**src/rtl/mem_port_arbiter.sv**
```systemverilog
// mem_port_arbiter: shares one single-ported memory between the fetch
// (instruction) port and the memory-stage (data) port of a pipelined MIPS.
// Data requests win, except when fetch has watched STARVE consecutive data
// grants while waiting; then the next grant goes to fetch.
//
// Ports:
//   clk, reset                 clock, asynchronous active-low reset
//   ireq/iadr -> irdata/ivalid fetch request, address, returned word, done pulse
//   dreq/dwe/dadr/dwdata       data request, store flag, address, store data
//   drdata/dvalid              load data, done pulse
//   mreq/mwe/madr/mwdata       memory request and registered command
//   mrdata/mack                memory read data and completion
//   stall                      pipeline stall (combinational)
//   busy                       an access is in flight
module mem_port_arbiter #(
  parameter int unsigned WIDTH  = 32,
  parameter int unsigned STARVE = 4
) (
  input  logic             clk,
  input  logic             reset,
  input  logic             ireq,
  input  logic [WIDTH-1:0] iadr,
  output logic [WIDTH-1:0] irdata,
  output logic             ivalid,
  input  logic             dreq,
  input  logic             dwe,
  input  logic [WIDTH-1:0] dadr,
  input  logic [WIDTH-1:0] dwdata,
  output logic [WIDTH-1:0] drdata,
  output logic             dvalid,
  output logic             mreq,
  output logic             mwe,
  output logic [WIDTH-1:0] madr,
  output logic [WIDTH-1:0] mwdata,
  input  logic [WIDTH-1:0] mrdata,
  input  logic             mack,
  output logic             stall,
  output logic             busy
);

  localparam int unsigned SW = (STARVE < 1) ? 1 : $clog2(STARVE + 1);

  typedef enum logic [1:0] {
    IDLE  = 2'd0,
    IBUSY = 2'd1,
    DBUSY = 2'd2
  } state_t;

  state_t        state;
  logic [SW-1:0] streak;
  logic          fetch_force;

  // Fetch has been passed over STARVE times in a row and is still waiting.
  assign fetch_force = ireq & (streak == SW'(STARVE));

  // Arbitration, command capture and streak tracking.
  always_ff @(posedge clk or negedge reset) begin
    if (!reset) begin
      state  <= IDLE;
      mwe    <= 1'b0;
      madr   <= '0;
      mwdata <= '0;
      streak <= '0;
    end else begin
      case (state)
        IDLE: begin
          if (dreq && !fetch_force) begin
            state  <= DBUSY;
            mwe    <= dwe;
            madr   <= dadr;
            mwdata <= dwdata;
            if (ireq) begin
              if (streak != SW'(STARVE)) streak <= streak + SW'(1);
            end else begin
              streak <= '0;
            end
          end else if (ireq) begin
            state  <= IBUSY;
            mwe    <= 1'b0;
            madr   <= iadr;
            mwdata <= '0;
            streak <= '0;
          end
        end
        IBUSY, DBUSY: begin
          if (mack) state <= IDLE;
        end
        default: state <= IDLE;
      endcase
    end
  end

  assign mreq   = (state != IDLE);
  assign busy   = (state != IDLE);

  // Completion pulses only while a grant is outstanding; mack in IDLE is ignored.
  assign ivalid = (state == IBUSY) & mack;
  assign dvalid = (state == DBUSY) & mack;

  assign irdata = mrdata;
  assign drdata = mrdata;

  assign stall  = (ireq & ~ivalid) | (dreq & ~dvalid);

endmodule

```
**config.mk**
```make
export PLATFORM = sky130hd
export DESIGN_NAME = mem_port_arbiter
export DESIGN_NICKNAME = d
export VERILOG_FILES = /design/src/rtl/mem_port_arbiter.sv
export SDC_FILE = /design/constraint.sdc
export NUM_CORES = 1
export LEC_CHECK = 0
export ABC_AREA = 1
export ABC_CLOCK_PERIOD_IN_PS = 1350
export BUFFER_PORTS_ARGS = -buffer_cell sky130_fd_sc_hd__buf_2
export CAP_MARGIN = 0
export CORE_UTILIZATION = 38
export CTS_CLUSTER_SIZE = 12
export DETAILED_ROUTE_END_ITERATION = 8
export HOLD_SLACK_MARGIN = 0.1
export PLACE_DENSITY = 0.81
export SETUP_SLACK_MARGIN = 0.05
export SLEW_MARGIN = 30
export SYNTH_ARGS = -nofsm -noshare
export SYNTH_HDL_FRONTEND = slang
export SYNTH_SLANG_ARGS = --single-unit
export TNS_END_PERCENT = 10
```
**constraint.sdc**
```tcl
create_clock -name clk -period 1.35 [get_ports clk]
set_input_delay 0.0675 -clock clk [delete_from_list [all_inputs] [get_ports clk]]
set_output_delay 0.0675 -clock clk [all_outputs]
set_load 0.01 [all_outputs]
```
==> summary.txt, run 1 <==
Outcome
  – Status: complete, but fails checks
  – Failing checks: negative setup slack

Layout
  – Area Growth Syn to Fin: 56.5%
  – Layout net count: slightly below 900
  – Share of cells above drive strength 1: 34.2%
  – Post-Route Utilization: 60.9%
  – Antenna cells: 0

Global routing
  – Largest net degree at the start of global routing: between 70 and 80
  – Antenna violations before repair: 0
  – Grt ovf: 0
  – Total track usage: 24.6%
  – Global-route wire length before repair: 21000 um
  – Vias in the first global route: 4333

Yosys
  – Commonest cells post-synth: nand2_1 (180), inv_1 (77), dfrtp_1 (70), buf_4 (69), nand3_1 (67)
  – Mapped cell area: about 4000 um^2
  – Top-area cell type share of the netlist area: 43.8%
  – Synth Register Bits: 70
  – Top cell type by total area after synthesis: dfrtp_1
  – Synth unique cells: 20
  – Sequential area share after synthesis: 43.8%
  – Synth async-reset ratio: 100%
  – Most common cell in the netlist: nand2_1
  – Synth top area cells: dfrtp_1 (44%), nand2_1 (17%), buf_4 (13%)
  – Post-synth EDFFs: 0
  – Synth Area per Inst: 7.47 um^2
  – Synth Warn #: 0
  – Syn_nets: around 670
  – Top_reg_cell synth: dfrtp_1
  – Post-Syn Instances: around 540

Setup path
  – CP endpoint kind: output pin
  – Launch point of the worst reg-to-reg path: state[0]
  – FF-to-FF path depth: 9
  – CP Launch Type: flop
  – CP Max Fanout: 2
  – Max incr delay on CP: 390 ps
  – Slowest cell on crit path: dfrtp_1
  – Reg2reg end: madr[12]
  – Data required, critical path: 1280 ps
  – Worst EP arrival: between 1000 and 1500 ps
  – Most used cell, CP: inv_2
  – CP cell instances: inv_2 -> buf_6 -> ha_4 -> nand2_2 -> inv_2 -> o22ai_2 -> buf_2
  – Crit Path Category: flop to output pin
  – Worst R2R Setup Slack: -110 ps

Timing
  – Actual slew at the worst max-slew pin: 370 ps
  – Setup TNS: -2690 ps
  – Clock skew: 11.4 ps
  – RSZ-0062 raised after global routing: true
  – Max Freq: 667 MHz
  – Fin crit share: 111%
  – Final setup violation count: between 60 and 70
  – Period minus WS final: between 1000 and 1500 ps
  – Slew Limit Headroom: between 70% and 80%
  – Final Hold Fails: 0
  – Fin worst setup slack: -150 ps
  – Pins Over Slew Limit: 0

Job
  – Max-cap violations: 0

Clock tree
  – Worst-skew pair later-pin latency: about 340 ps
  – CTS tree: built
  – Max Root-Sink Buffers: 2
  – Clock slew at reported path FFs: 80 ps
  – H-tree Lvls: 3
  – TritonCTS Sinks: 70
  – TritonCTS Buffers: 9
  – CTS root buf: clkbuf_8

Power and ir drop
  – VDD IR max: between 0.7 and 0.8 mV
  – PD cells: approximately 1800 nW/um^2
  – Leak: 3.47 nW

Detailed routing
  – Wirelength per Cell: 15.3 um
  – Routed vias/inst: 4.80
  – Post-route ant nets: 0
  – # DRC: 0
  – Initial DRC Count: 305
  – Drt pass-1 iters: 5
  – Vias after detailed routing: between 4000 and 5000
  – Post-Route WL: 13700 um

Die
  – Chip Width: 105 um
  – Core Region: about 10000 um^2
  – # rows: 37
  – Die height: between 100 and 150 um
  – Initial Util: 38.9%
  – I/O pin count: 268
  – DIE AREA: 10900 um^2

Placement
  – DP Worst Slack: -86.9 ps
  – Hpwl dp: 6930 um
  – # port buffers: 171
  – Gp weighted congestion: 0.828

Min path
  – Hold depth: 5
  – Hold EP: madr[23]
  – Hold_sp: dadr[23]
  – Hold crit path type: primary input to flop
==> cells in the final DEF, fill, tap and decap left out <==
| cell | instances |
|---|---|
| nor2_2 | 1 |
| nand3_2 | 4 |
| dlygate4sd3_1 | 97 |
| dfrtp_1 | 70 |
| buf_2 | 167 |
| inv_1 | 71 |
| buf_4 | 11 |
| buf_6 | 11 |
| nor2_1 | 1 |
| inv_4 | 1 |
| o22ai_2 | 1 |
| nand3_1 | 63 |
| ha_4 | 4 |
| buf_12 | 10 |
| o21ai_1 | 27 |
| nand2_1 | 166 |
| clkbuf_8 | 10 |
| clkbuf_16 | 2 |
| o21ai_0 | 1 |
| nand3_4 | 1 |
| nand2_2 | 11 |
| nand2_4 | 3 |
| buf_16 | 2 |
| ha_1 | 1 |
| clkinv_4 | 1 |
| o22ai_4 | 1 |
| clkbuf_1 | 1 |
| o21ai_2 | 7 |
| nand4_1 | 1 |
| inv_2 | 6 |
| nor2_4 | 1 |
| clkinvlp_4 | 1 |
| bufinv_16 | 3 |
==> per-layer routing <==
metal  track usage [%]  up-vias  part of all wire [%]
li1                  -     1994                     -
met1              26.9     1958                    37
met2              43.3      293                    52
met3              6.30       50                   7.7
met4              13.3        0                   3.4
met5                 0        -                     0
==> metrics by stage <==
stage	instances	hold WS [ps]	cell area [um^2]	power, mW
detailed placement	771	105	4680	8.13
floorplan	535	-228	4060	6.34
global route	894	135	6260	12.2
CTS	890	105	6070	11.0
finish	894	133	6260	11.5
global placement	771	106	4680	7.99
==> what timing repair did <==
item	CTS	global route
cloned	2	2
hold buffers	97	0
setup endpoints to repair	72	75
endpoints found under the hold margin	135	0
resized for setup	39	37
pin swaps	9	9
buffers inserted	4	2
==> report_power, final <==
group	internal (mW)	leakage (nW)	switching, mW	total (mW)
Sequential	3.09	0.882	0.580	3.67
Clock	1.28	0.120	0.809	2.09
Combinational	2.68	2.47	3.02	5.70
==> logic make-up (layout without fill, tap and decap cells) <==
logic type / Yosys count / in the layout / share of synthesized area (%)
AO/OA/AOI/OAI: 37 / 37 / 4.70
buffers and inverters: 171 / 394 / 23.7
flip-flops: 70 / 70 / 43.8
AND/OR/NAND/NOR: 252 / 252 / 26.2
adder cells (fa/ha/maj): 5 / 5 / 1.57
==> worst max-delay path by stage <==
stage / start / end / cells past startpoint
2_1_floorplan: streak[0] / madr[13] / 9
3_3_place_gp: state[1] / mwdata[15] / 8
3_5_place_dp: state[1] / mwdata[23] / 7
4_1_cts: state[0] / stall / 6
5_1_grt: state[1] / stall / 7
6_report: state[0] / stall / 7
==> registers in the layout (all words and copies together), names as in the netlist <==
name    count
madr       32
mwdata     32
mwe         1
streak      3
state       2
==> area by class of cell <==
cell class                      count  area [um^2]
Clock buffer                       11          141
Clock inverter                      5          106
Fill cell                         822         4020
Inverter                           78          295
Multi-Input combinational cell    294         1470
Sequential cell                    70         1750
Tap cell                          136          170
Timing Repair Buffer              300         2320
==> worst max-delay path, delay by kind of cell, from the launching register on <==
family | cells | cell delay [ps]
AOI/OAI and AO/OA | 1 | 100
adders and majority gates | 1 | 140
buffers and inverters | 4 | 400
DFF | 1 | 390
and+or+nand+nor | 1 | 60
(Power assumes the default switching activity.)
==> run 2, diff against run 1 <==
--- a/config.mk
+++ b/config.mk
@@ -13,7 +13,7 @@
 export CTS_CLUSTER_SIZE = 12
 export DETAILED_ROUTE_END_ITERATION = 8
 export HOLD_SLACK_MARGIN = 0.1
-export PLACE_DENSITY = 0.81
+export PLACE_DENSITY = 0.77
 export SETUP_SLACK_MARGIN = 0.05
 export SLEW_MARGIN = 30
 export SYNTH_ARGS = -nofsm -noshare
==> run 2 against run 1 <==
The flow still finishes with violations (negative setup slack). Non-clock buffer count fell by 12. Global-route usage shrank 2.1 points. Clock power fell by 33%. Final cell count decreased by 1.6%. Critical path depth increased by 2. Largest cell class unchanged. Highest routed layer unchanged.
==> summary.txt, run 2 (same netlist as run 1, synthesis figures left out) <==
Outcome
  – Status: complete, but fails checks
  – Failing checks: negative setup slack

Job
  – Max-cap violations: 0

Global routing
  – Antenna violations before repair: 0
  – Largest net degree at the start of global routing: slightly above 70
  – Grt ovf: 0
  – Total track usage: around 22%
  – Vias in the first global route: 3963
  – Global-route wire length before repair: 19300 um

Power and ir drop
  – PD cells: about 1700 nW/um^2
  – Leak: 3.29 nW
  – VDD IR max: 0.695 mV

Layout
  – Fillers: around 900
  – Post-Route Utilization: ~57%
  – Area Growth Syn to Fin: 45.5%
  – Biggest regs: madr: 32 flops, mwdata: 32 flops, streak: 3 flops
  – Share of cells above drive strength 1: 29.0%
  – Combined area of the multi-input logic cells: 1350 um^2
  – Antenna cells: 0
  – Most frequent cells in the layout: nand2_1 (179), buf_2 (170), dlygate4sd3_1 (98)
  – Flip-flop and latch area: 1750 um^2
  – Commonest non-fill, non-tap cell in the layout: nand2_1
  – Layout net count: between 800 and 900
  – Non-Filler Instances: 880

Detailed routing
  – Vias after detailed routing: 4052
  – Drt pass-1 iters: 4
  – Routed vias/inst: 4.60
  – Initial DRC Count: 270
  – Post-Route WL: 12300 um
  – Post-route ant nets: 0
  – Met1 WL: 4940 um
  – Met3 Routed Length: about 830 um
  – Metal2 WL: 6140 um
  – DR top layer: met4
  – Wirelength per Cell: 13.9 um
  – # DRC: 0

Timing
  – Fin crit share: 110%
  – Pins Over Slew Limit: 0
  – Hold WS: 133 ps
  – Period minus WS final: ~1500 ps
  – Clock skew: 11.1 ps
  – Actual slew at the worst max-slew pin: between 300 and 400 ps
  – Slew Limit Headroom: 74.9%
  – Max Freq: 675 MHz
  – Final setup violation count: 70
  – Final Hold Fails: 0
  – Fin worst setup slack: -132 ps
  – RSZ-0062 raised after global routing: true

Min path
  – Hold crit path type: primary input to flop

Placement
  – Gp weighted congestion: 0.777
  – # port buffers: around 170
  – Dpl cells: 767
  – Hpwl dp: 6970 um

Setup path
  – Crit Path Category: flop to flop
  – Max incr delay on CP: 400 ps
  – CP endpoint kind: flop
  – Cell family with most CP delay: buffers and inverters
  – CP bufs+invs: 5
  – Data required, critical path: 1570 ps
  – CP Launch Type: flop
  – CP Max Fanout: 35
  – Worst EP arrival: 1700 ps
  – CP cell instances: buf_6 -> inv_4 -> ha_4 -> inv_4 -> nor2_4 -> inv_2 -> buf_12 -> nand2_1 -> nand2_1
  – Slowest cell on crit path: dfrtp_1

Clock tree
  – Worst-skew pair later-pin latency: 340 ps
  – Max Root-Sink Buffers: 2
  – CTS tree: built
  – H-tree Lvls: 3
  – TritonCTS Sinks: 70
  – Clock slew at reported path FFs: 80 ps
  – CTS root buf: clkbuf_8
  – TritonCTS Buffers: 9

Die
  – I/O pin count: between 200 and 300
  – Die height: 105 um
  – # rows: 37
  – DIE AREA: 10900 um^2
  – Chip Width: between 100 and 150 um
  – Core Region: a little over 10000 um^2
  – Initial Util: 38.9%
## run 2: changes by cell type in the layout (fill, tap and decap cells not counted), moves of 4 or more
cell      delta
nand2_2     -11
o21ai_0     +10
nand3_1      +4
nand2_1     +13
clkinv_2     +4
nand3_2      -4
buf_6        -7
inv_2        -4
o21ai_2      -6
o21ai_1      -4
## run 2: tightest hold or removal path, stage by stage
cell and delay, ps:
buf_2 70, inv_1 30, nand3_1 60, nand3_1 120, nand2_1 80
## run 2: layout make-up
class | instances | share of cell area [%]
Timing Repair Buffer | 288 | 36.1
Tap cell | 136 | 2.93
Sequential cell | 70 | 30.1
Clock inverter | 5 | 0.495
Inverter | 78 | 5.12
Multi-Input combinational cell | 294 | 23.1
Clock buffer | 9 | 2.13
## run 2: layer usage
layer	global-route usage (%)	vias up
met5	0	-
met4	11.5	0
met3	5.80	40
met2	38.6	232
met1	25.7	1811
li1	-	1969
## run 2: path summary, 6_finish.rpt
kind	from	to	slack, ps	cells past startpoint
worst max-delay path	state[0]	madr[17]	-130	9
worst min-delay path	dadr[26]	madr[26]	130	5
worst max register to register	state[0]	madr[17]	-130	9
worst min register to register	madr[2]	madr[2]	480	2
max in group asynchronous	reset	streak[0]	750	3
min in group asynchronous	reset	mwdata[20]	290	3
## run 2: through the flow
stage | setup slack [ps] | total power [mW] | cell area (um^2) | TNS (ps)
after floorplan | 22.1 | 6.34 | 4060 | 0
after global placement | -12.2 | 7.84 | 4640 | -188
after detailed placement | -89.9 | 7.96 | 4640 | -1810
after CTS | -122 | 9.66 | 5800 | -6400
after global routing | -220 | 10.4 | 5810 | -9980
final | -132 | 9.73 | 5810 | -5480
## run 2: report_power, final
| part | switching (mW) | total, mW | internal (mW) |
|---|---|---|---|
| logic | 2.64 | 4.66 | 2.02 |
| clock network | 0.771 | 1.41 | 0.636 |
| registers | 0.565 | 3.66 | 3.09 |
| total | 3.98 | 9.73 | 5.75 |
## run 2: repair_timing
| action | CTS | global route |
|---|---|---|
| endpoints found under the setup margin | 70 | 75 |
| pin swaps | 1 | 2 |
| hold buffers | 98 | 0 |
| setup buffers | 1 | 0 |
| endpoints found under the hold margin | 136 | 0 |
| resized for setup | 8 | 16 |
| cloned | 0 | 0 |
